### config.mk
export PLATFORM = sky130hd
export DESIGN_NAME = sgmii_an_ctrl_flat
export DESIGN_NICKNAME = d
export VERILOG_FILES = /design/src/rtl/sgmii_an_ctrl_if.sv /design/src/rtl/sgmii_an_ctrl.sv /design/src/flat_wrapper.sv
export SDC_FILE = /design/constraint.sdc
export NUM_CORES = 1
export LEC_CHECK = 0
export ABC_AREA = 1
export CAP_MARGIN = 5
export CORE_MARGIN = 3
export CORE_UTILIZATION = 50
export CTS_CLUSTER_DIAMETER = 40
export DETAILED_ROUTE_END_ITERATION = 10
export PLACE_DENSITY = 0.75
export SKIP_LAST_GASP = 1
export SLEW_MARGIN = 20
export SYNTH_ARGS = -nofsm -noshare
export SYNTH_HDL_FRONTEND = slang
export SYNTH_SLANG_ARGS = --single-unit
### constraint.sdc
create_clock -name i_Clk -period 6.2 [get_ports i_Clk]
set_clock_uncertainty 0.15 [all_clocks]
set_input_delay 0.62 -clock i_Clk [delete_from_list [all_inputs] [get_ports i_Clk]]
set_output_delay 0.62 -clock i_Clk [all_outputs]
set_load 0.03 [all_outputs]
### src/rtl/sgmii_an_ctrl_if.sv
// PCS-facing bundle of the SGMII auto-negotiation controller: received /C/ and /I/ indications in,
// xmit mode and transmit config word out. master = controller side, slave = PCS side.
interface sgmii_an_ctrl_if;
  logic        i_RxConfigValid;
  logic [15:0] i16_RxConfigReg;
  logic        i_RxIdleValid;
  logic [2:0]  o3_Xmit;
  logic [15:0] o16_TxConfigReg;

  modport master (
    input  i_RxConfigValid, i16_RxConfigReg, i_RxIdleValid,
    output o3_Xmit, o16_TxConfigReg
  );

  modport slave (
    output i_RxConfigValid, i16_RxConfigReg, i_RxIdleValid,
    input  o3_Xmit, o16_TxConfigReg
  );
endinterface

### src/rtl/sgmii_an_ctrl.sv
// SGMII / Clause-37 auto-negotiation controller, MAC side: sequences PCS xmit mode and tx config word.
// Define SGMII_AN_SPEED_DECODE_EN to add registered speed / duplex / link-up decode of the partner word.
`ifndef cXmitCONFIG
`define cXmitCONFIG 3'b001
`endif
`ifndef cXmitIDLE
`define cXmitIDLE 3'b010
`endif
`ifndef cXmitDATA
`define cXmitDATA 3'b100
`endif

module sgmii_an_ctrl #(
  parameter int unsigned pLinkTimer = 200000,
  parameter logic [15:0] pTxAbility = 16'h0001,
  parameter int unsigned pMatchCnt  = 3
) (
  input  logic           i_Clk,
  input  logic           i_ARst_L,
  input  logic           i_AnEnable,
  input  logic           i_AnRestart,
  input  logic           i_SyncOk,
  sgmii_an_ctrl_if.master pcs,
  output logic           o_AnComplete,
  output logic [15:0]    o16_LpAbility,
  output logic [2:0]     o3_AnState
`ifdef SGMII_AN_SPEED_DECODE_EN
  ,
  output logic [1:0]     o2_Speed,
  output logic           o_Duplex,
  output logic           o_LinkUp
`endif
);

  typedef enum logic [2:0] {
    AN_ENABLE      = 3'd0,
    AN_RESTART     = 3'd1,
    ABILITY_DETECT = 3'd2,
    ACK_DETECT     = 3'd3,
    COMPLETE_ACK   = 3'd4,
    IDLE_DETECT    = 3'd5,
    LINK_OK        = 3'd6,
    DIS_LINK_OK    = 3'd7
  } an_state_e;

  localparam int          TW        = $clog2(pLinkTimer + 1);
  localparam logic [15:0] ACK_BIT   = 16'h4000;
  localparam logic [15:0] TX_BASE   = pTxAbility & ~ACK_BIT;
  localparam logic [15:0] TX_ACK    = pTxAbility | ACK_BIT;
  localparam logic [2:0]  MATCH_MAX = 3'(pMatchCnt);

  an_state_e   state_q, state_d;
  logic        force_entry, enter;
  logic [TW-1:0] timer_q;
  logic [2:0]  cfg_cnt_q, idle_cnt_q;
  logic [15:0] last_word_q;
  logic        an_en_q;
  logic [2:0]  xmit_q, xmit_d;
  logic [15:0] tx_q, tx_d, lp_q, lp_d;
  logic        complete_q, complete_d;

  logic        cfg_v, idle_v, timer_done, ability_match, ack_match, idle_match;
  logic        rx_same_last, rx_differs_lp, last_same_lp, rx_zero, partner_drop;
  logic [15:0] rx_word;

  assign cfg_v   = pcs.i_RxConfigValid;
  assign idle_v  = pcs.i_RxIdleValid;
  assign rx_word = pcs.i16_RxConfigReg;

  // Bit 14 is the acknowledge flag and is excluded from every ability comparison.
  assign rx_same_last  = (rx_word & ~ACK_BIT) == (last_word_q & ~ACK_BIT);
  assign rx_differs_lp = (rx_word & ~ACK_BIT) != (lp_q & ~ACK_BIT);
  assign last_same_lp  = (last_word_q & ~ACK_BIT) == (lp_q & ~ACK_BIT);
  assign rx_zero       = cfg_v && (rx_word == '0);

  assign timer_done    = (timer_q == '0);
  assign ability_match = (cfg_cnt_q == MATCH_MAX) && (last_word_q != '0);
  assign ack_match     = ability_match && last_word_q[14];
  assign idle_match    = (idle_cnt_q == MATCH_MAX);

`ifdef SGMII_AN_SPEED_DECODE_EN
  assign partner_drop = cfg_v && lp_q[15] && !rx_word[15];
`else
  assign partner_drop = 1'b0;
`endif

  always_ff @(posedge i_Clk or negedge i_ARst_L) begin
    if (!i_ARst_L) state_q <= AN_ENABLE;
    // NOTE: state is updated with non-blocking assignments so every flop samples pre-edge values.
    else           state_q <= state_d;
  end

  always_comb begin
    // NOTE: defaults first so no path through this block leaves a variable unassigned (no latch).
    state_d     = state_q;
    force_entry = 1'b0;
    if (!i_SyncOk && state_q != DIS_LINK_OK) begin
      state_d     = AN_ENABLE;
      force_entry = 1'b1;
    end else if (i_AnRestart && i_AnEnable) begin
      state_d     = AN_RESTART;
      force_entry = 1'b1;
    end else if (an_en_q && !i_AnEnable) begin
      state_d     = DIS_LINK_OK;
      force_entry = 1'b1;
    end else begin
      case (state_q)
        AN_ENABLE:      state_d = i_AnEnable ? AN_RESTART : DIS_LINK_OK;
        AN_RESTART:     if (timer_done) state_d = ABILITY_DETECT;
        ABILITY_DETECT: if (ability_match) state_d = ACK_DETECT;
        ACK_DETECT: begin
          if (ack_match && last_same_lp)            state_d = COMPLETE_ACK;
          else if (cfg_v && (rx_differs_lp || rx_zero)) state_d = AN_ENABLE;
        end
        COMPLETE_ACK: begin
          if (timer_done)   state_d = IDLE_DETECT;
          else if (rx_zero) state_d = AN_ENABLE;
        end
        IDLE_DETECT: begin
          if (timer_done && idle_match) state_d = LINK_OK;
          else if (rx_zero)             state_d = AN_ENABLE;
        end
        LINK_OK:     if (cfg_v || partner_drop) state_d = AN_ENABLE;
        DIS_LINK_OK: if (!an_en_q && i_AnEnable) state_d = AN_ENABLE;
        default:     state_d = AN_ENABLE;
      endcase
    end
  end

  assign enter = force_entry || (state_d != state_q);

  // Link timer and match counters restart on every state entry; pulses on that cycle are discarded.
  always_ff @(posedge i_Clk or negedge i_ARst_L) begin
    if (!i_ARst_L) begin
      timer_q     <= '0;
      cfg_cnt_q   <= '0;
      idle_cnt_q  <= '0;
      last_word_q <= '0;
      an_en_q     <= 1'b0;
    end else begin
      an_en_q <= i_AnEnable;
      if (cfg_v) last_word_q <= rx_word;

      if (enter)               timer_q <= TW'(pLinkTimer);
      else if (!timer_done)    timer_q <= timer_q - 1'b1;

      if (enter) begin
        cfg_cnt_q  <= '0;
        idle_cnt_q <= '0;
      end else if (cfg_v) begin
        if (!rx_same_last)               cfg_cnt_q <= 3'd1;
        else if (cfg_cnt_q != MATCH_MAX) cfg_cnt_q <= cfg_cnt_q + 3'd1;
        idle_cnt_q <= '0;
      end else if (idle_v) begin
        if (idle_cnt_q != MATCH_MAX) idle_cnt_q <= idle_cnt_q + 3'd1;
        cfg_cnt_q <= '0;
      end
    end
  end

  always_comb begin
    xmit_d     = `cXmitCONFIG;
    tx_d       = '0;
    complete_d = 1'b0;
    case (state_q)
      ABILITY_DETECT:           tx_d = TX_BASE;
      ACK_DETECT, COMPLETE_ACK: tx_d = TX_ACK;
      IDLE_DETECT: begin
        xmit_d = `cXmitIDLE;
        tx_d   = TX_ACK;
      end
      LINK_OK: begin
        xmit_d     = `cXmitDATA;
        tx_d       = TX_ACK;
        complete_d = 1'b1;
      end
      DIS_LINK_OK: begin
        xmit_d     = `cXmitDATA;
        complete_d = 1'b1;
      end
      default: ;
    endcase

    lp_d = lp_q;
    if (state_q == DIS_LINK_OK)                                 lp_d = '0;
    else if (state_q == ABILITY_DETECT && state_d == ACK_DETECT) lp_d = last_word_q;
  end

  always_ff @(posedge i_Clk or negedge i_ARst_L) begin
    if (!i_ARst_L) begin
      xmit_q     <= `cXmitCONFIG;
      tx_q       <= '0;
      complete_q <= 1'b0;
      lp_q       <= '0;
`ifdef SGMII_AN_SPEED_DECODE_EN
      o2_Speed   <= '0;
      o_Duplex   <= 1'b0;
      o_LinkUp   <= 1'b0;
`endif
    end else begin
      xmit_q     <= xmit_d;
      tx_q       <= tx_d;
      complete_q <= complete_d;
      lp_q       <= lp_d;
`ifdef SGMII_AN_SPEED_DECODE_EN
      o2_Speed   <= lp_d[11:10];
      o_Duplex   <= lp_d[12];
      o_LinkUp   <= lp_d[15] && complete_d;
`endif
    end
  end

  assign pcs.o3_Xmit         = xmit_q;
  assign pcs.o16_TxConfigReg = tx_q;
  assign o_AnComplete        = complete_q;
  assign o16_LpAbility       = lp_q;
  assign o3_AnState          = state_q;

endmodule

### src/flat_wrapper.sv
// flat-port wrapper written by rule: the top's interface ports become plain ports
module sgmii_an_ctrl_flat 
#(
  parameter int unsigned pLinkTimer = 200000,
  parameter logic [15:0] pTxAbility = 16'h0001,
  parameter int unsigned pMatchCnt  = 3
)
  (i_Clk, i_ARst_L, i_AnEnable, i_AnRestart, i_SyncOk, o_AnComplete, o16_LpAbility, o3_AnState, pcs_i_RxConfigValid, pcs_i16_RxConfigReg, pcs_i_RxIdleValid, pcs_o3_Xmit, pcs_o16_TxConfigReg);
  sgmii_an_ctrl_if pcs_i ();
  input  logic i_Clk;
  input  logic i_ARst_L;
  input  logic i_AnEnable;
  input  logic i_AnRestart;
  input  logic i_SyncOk;
  output logic o_AnComplete;
  output logic [15:0] o16_LpAbility;
  output logic [2:0] o3_AnState;
  input wire logic [$bits(pcs_i.i_RxConfigValid)-1:0] pcs_i_RxConfigValid;
  input wire logic [$bits(pcs_i.i16_RxConfigReg)-1:0] pcs_i16_RxConfigReg;
  input wire logic [$bits(pcs_i.i_RxIdleValid)-1:0] pcs_i_RxIdleValid;
  output wire logic [$bits(pcs_i.o3_Xmit)-1:0] pcs_o3_Xmit;
  output wire logic [$bits(pcs_i.o16_TxConfigReg)-1:0] pcs_o16_TxConfigReg;
  assign pcs_i.i_RxConfigValid = pcs_i_RxConfigValid;
  assign pcs_i.i16_RxConfigReg = pcs_i16_RxConfigReg;
  assign pcs_i.i_RxIdleValid = pcs_i_RxIdleValid;
  assign pcs_o3_Xmit = pcs_i.o3_Xmit;
  assign pcs_o16_TxConfigReg = pcs_i.o16_TxConfigReg;
  sgmii_an_ctrl #(.pLinkTimer(pLinkTimer), .pTxAbility(pTxAbility), .pMatchCnt(pMatchCnt)) u_core (.i_Clk(i_Clk), .i_ARst_L(i_ARst_L), .i_AnEnable(i_AnEnable), .i_AnRestart(i_AnRestart), .i_SyncOk(i_SyncOk), .pcs(pcs_i), .o_AnComplete(o_AnComplete), .o16_LpAbility(o16_LpAbility), .o3_AnState(o3_AnState));
endmodule
==> impl_metrics.env <==
export IMPL_status="finished clean"
export IMPL_grt_pass1_wl_um=16400
export IMPL_clkTransAtPathRegs_ns=0.08
export IMPL_cp_end_kind="register"
export IMPL_worstPathArrival_ns=3.78
export IMPL_p_per_area_nw_per_um2=315
export IMPL_seq_area_frac_synth_pct=39.8
export IMPL_syn_avg_cell_area_um2=7.19
export IMPL_cts_tree="yes"
export IMPL_yosys_most_used_dff="dfrtp_1"
export IMPL_n_antenna_cell=0
export IMPL_syn_inst=577
export IMPL_yosys_cell_types_count=37
export IMPL_rows=32
export IMPL_fp_dieW_um=97.1
export IMPL_fill_cells=727
export IMPL_p_int_mw=0.923
export IMPL_rsz0062_at_grt="false"
export IMPL_routed_wl_um=9660
export IMPL_power_frac_seq_pct=37.4
export IMPL_cts_resized=0
export IMPL_antenna_found_initial=0
export IMPL_portBuffers=47
export IMPL_first_pass_iters=5
export IMPL_netlist_area_leader_share_pct=39.2
export IMPL_core_region_area_um2=7890
export IMPL_drc_errors=0
export IMPL_synth_top_area_cell="dfrtp_1"
export IMPL_required_ns=6.26
export IMPL_swShare_pct=39.4
export IMPL_fin_setup_tns_ns=0
export IMPL_cts_buffers_inserted=9
export IMPL_crit_type="primary input to register"
export IMPL_cts_root_buf="clkbuf_8"
export IMPL_ctsHoldBuffers=0
export IMPL_vias=3777
export IMPL_clock_fmax_mhz=269
export IMPL_holdWs_ns=0.287
export IMPL_synth_edf_count=0
export IMPL_drive_above_1_share_pct=9.18
export IMPL_async_flop_share_pct=100
export IMPL_hold_violations=0
export IMPL_power_leakage_nw=2.39
export IMPL_synthToLayoutAreaGrowth_pct=16.7
export IMPL_grt_max_degree=67
export IMPL_die_h_um=97.1
export IMPL_die_area_um2=9420
export IMPL_grtUsageTotal_pct=21.0
export IMPL_path_max_fanout=24
export IMPL_drv_slew=0
export IMPL_drt_iter0_drc=252
export IMPL_hold_path_class="primary input to async pin"
export IMPL_ir_worst_vdd_v=0.000132
export IMPL_yosys_warnings=0
export IMPL_ys_ff_latch=66
export IMPL_start_kind="primary input"
export IMPL_synth_common_cells="198 x nand2_1, 77 x nor2_1, 71 x inv_1, 65 x dfrtp_1, 22 x nand3_1"
export IMPL_vias_per_cell=5.15
export IMPL_combPwrFrac_pct=37.8
export IMPL_cap_violations=0
export IMPL_io_pins=62
export IMPL_post_dp_hpwl_um=7120
export IMPL_finalSetupViolCount=0
export IMPL_p_switching_mw=0.602
export IMPL_post_route_period_util_pct=60.0
export IMPL_postRouteAntennaNets=0
export IMPL_synth_area_leaders="dfrtp_1 39%, nand2_1 18%, nor2_1 7.0%"
export IMPL_yosysMostFrequentCell="nand2_1"
export IMPL_worstMarginPinSlew_ns=0.851
export IMPL_finalCriticalPeriod_ns=3.72
export IMPL_synth_area_um2=4150
export IMPL_maxSlewHeadroom_pct=43.3
export IMPL_routabilityCongestion=0.868
export IMPL_cts_sinks=66
export IMPL_insertion_delay_ns=0.35
export IMPL_fin_nets=655
export IMPL_postCtsSetupBuffers=0
export IMPL_grt_pass1_vias=3452
export IMPL_power_frac_clock_pct=24.7
export IMPL_clockBufferDepth=2
export IMPL_wl_per_cell_um=13.2
export IMPL_cts_max_level=3
export IMPL_grt_ovfl_total=0
export IMPL_initial_core_util_pct=52.6
[metal layers]
layer | track usage, % | vias up | routed length, um
met3 | 4.31 | 10 | 614
met5 | 0 | - | 0
li1 | - | 1883 | -
met1 | 30.8 | 1767 | 4620
met2 | 31.7 | 117 | 4320
met4 | 5.94 | 0 | 111
[metrics by stage]
| step | setup slack [ns] | utilization, % | std cells | power (mW) | cell area, um2 |
|---|---|---|---|---|---|
| floorplan | 3.92 | - | 590 | 0.960 | 4200 |
| global placement | 2.21 | 58.8 | 718 | 1.14 | 4640 |
| detailed placement | 2.15 | 58.8 | 718 | 1.15 | 4640 |
| CTS | 2.49 | 61.4 | 734 | 1.53 | 4840 |
| global route | 2.21 | 61.4 | 734 | 1.62 | 4840 |
| finish | 2.48 | 61.4 | 734 | 1.52 | 4840 |
[final cells by class]
cell class / count / area, um2 / share of cell area, %
clock buffer: 12 / 155 / 3.20
clock inverter: 4 / 50.0 / 1.03
inverter: 77 / 289 / 5.97
multi-input combinational: 424 / 2090 / 43.1
sequential: 66 / 1650 / 34.1
tap: 102 / 128 / 2.64
timing repair buffer: 49 / 480 / 9.93
[registers in the layout (all words and copies together), names as in the netlist, 2 cells and up]
signal,count
u_core.o3_AnState,3
u_core.idle_cnt_q,3
u_core.last_word_q,16
u_core.cfg_cnt_q,3
u_core.timer_q,18
u_core.o16_LpAbility,16
u_core.pcs.o16_TxConfigReg,2
u_core.pcs.o3_Xmit,3
[worst max-delay path, stage by stage]
cell	delay, ns
clkdlybuf4s50_1	0.89
buf_4	0.39
nand2_1	0.11
nor2_1	0.11
nand3_1	0.18
nand2_1	0.10
nand2_1	0.05
nor2_1	0.10
nand3_1	0.10
nand2_1	0.10
inv_2	0.04
nor2_2	0.11
nand3_4	0.27
nand2_2	0.47
o22ai_1	0.12
[path summary, 6_finish.rpt]
path | depth (start not counted) | to | from | slack (ns)
max | 15 | u_core.o16_LpAbility[0] | pcs_i_RxConfigValid | 2.48
min | 2 | u_core.o16_LpAbility[5] | i_ARst_L | 0.29
max reg2reg | 11 | u_core.o16_LpAbility[0] | u_core.timer_q[0] | 3.25
min reg2reg | 2 | u_core.cfg_cnt_q[2] | u_core.cfg_cnt_q[2] | 0.33
max in group asynchronous | 2 | u_core.idle_cnt_q[1] | i_ARst_L | 5.03
min in group i_Clk | 2 | u_core.cfg_cnt_q[2] | u_core.cfg_cnt_q[2] | 0.33
[logic make-up (layout without fill, tap and decap cells)]
family	count (synthesis)	after routing	share of synthesized area, %
AO/OA/AOI/OAI	51	51	9.05
XOR/XNOR	16	16	3.38
adder cells (fa/ha/maj)	5	5	1.51
buffers and inverters	100	142	11.0
flip-flops	66	66	39.8
multiplexers	1	1	0.241
other	1	14	0.0904
AND/OR/NAND/NOR	337	337	34.8
[power groups by stage]
stage / Sequential [mW] / Combinational, mW / Clock (mW)
detailed placement: 0.577 / 0.576 / 0
floorplan: 0.660 / 0.300 / 0
global placement: 0.576 / 0.567 / 0
CTS: 0.570 / 0.579 / 0.383
global route: 0.580 / 0.634 / 0.408
finish: 0.571 / 0.577 / 0.377
[layout by cell type, fill, tap and decap left out, types with 6 or more instances in the layout]
master / synthesis / routed
nand2_1: 198 / 198
nor2_1: 77 / 77
inv_1: 71 / 71
dfrtp_1: 65 / 65
clkdlybuf4s50_1: 0 / 46
nand3_1: 22 / 22
o21ai_0: 21 / 21
conb_1: 1 / 14
nand4_1: 11 / 11
clkbuf_8: 0 / 11
xor2_1: 10 / 10
o22ai_2: 10 / 10
nor3_1: 7 / 7
inv_2: 6 / 6
xnor2_1: 6 / 6
(Power assumes the default switching activity.)
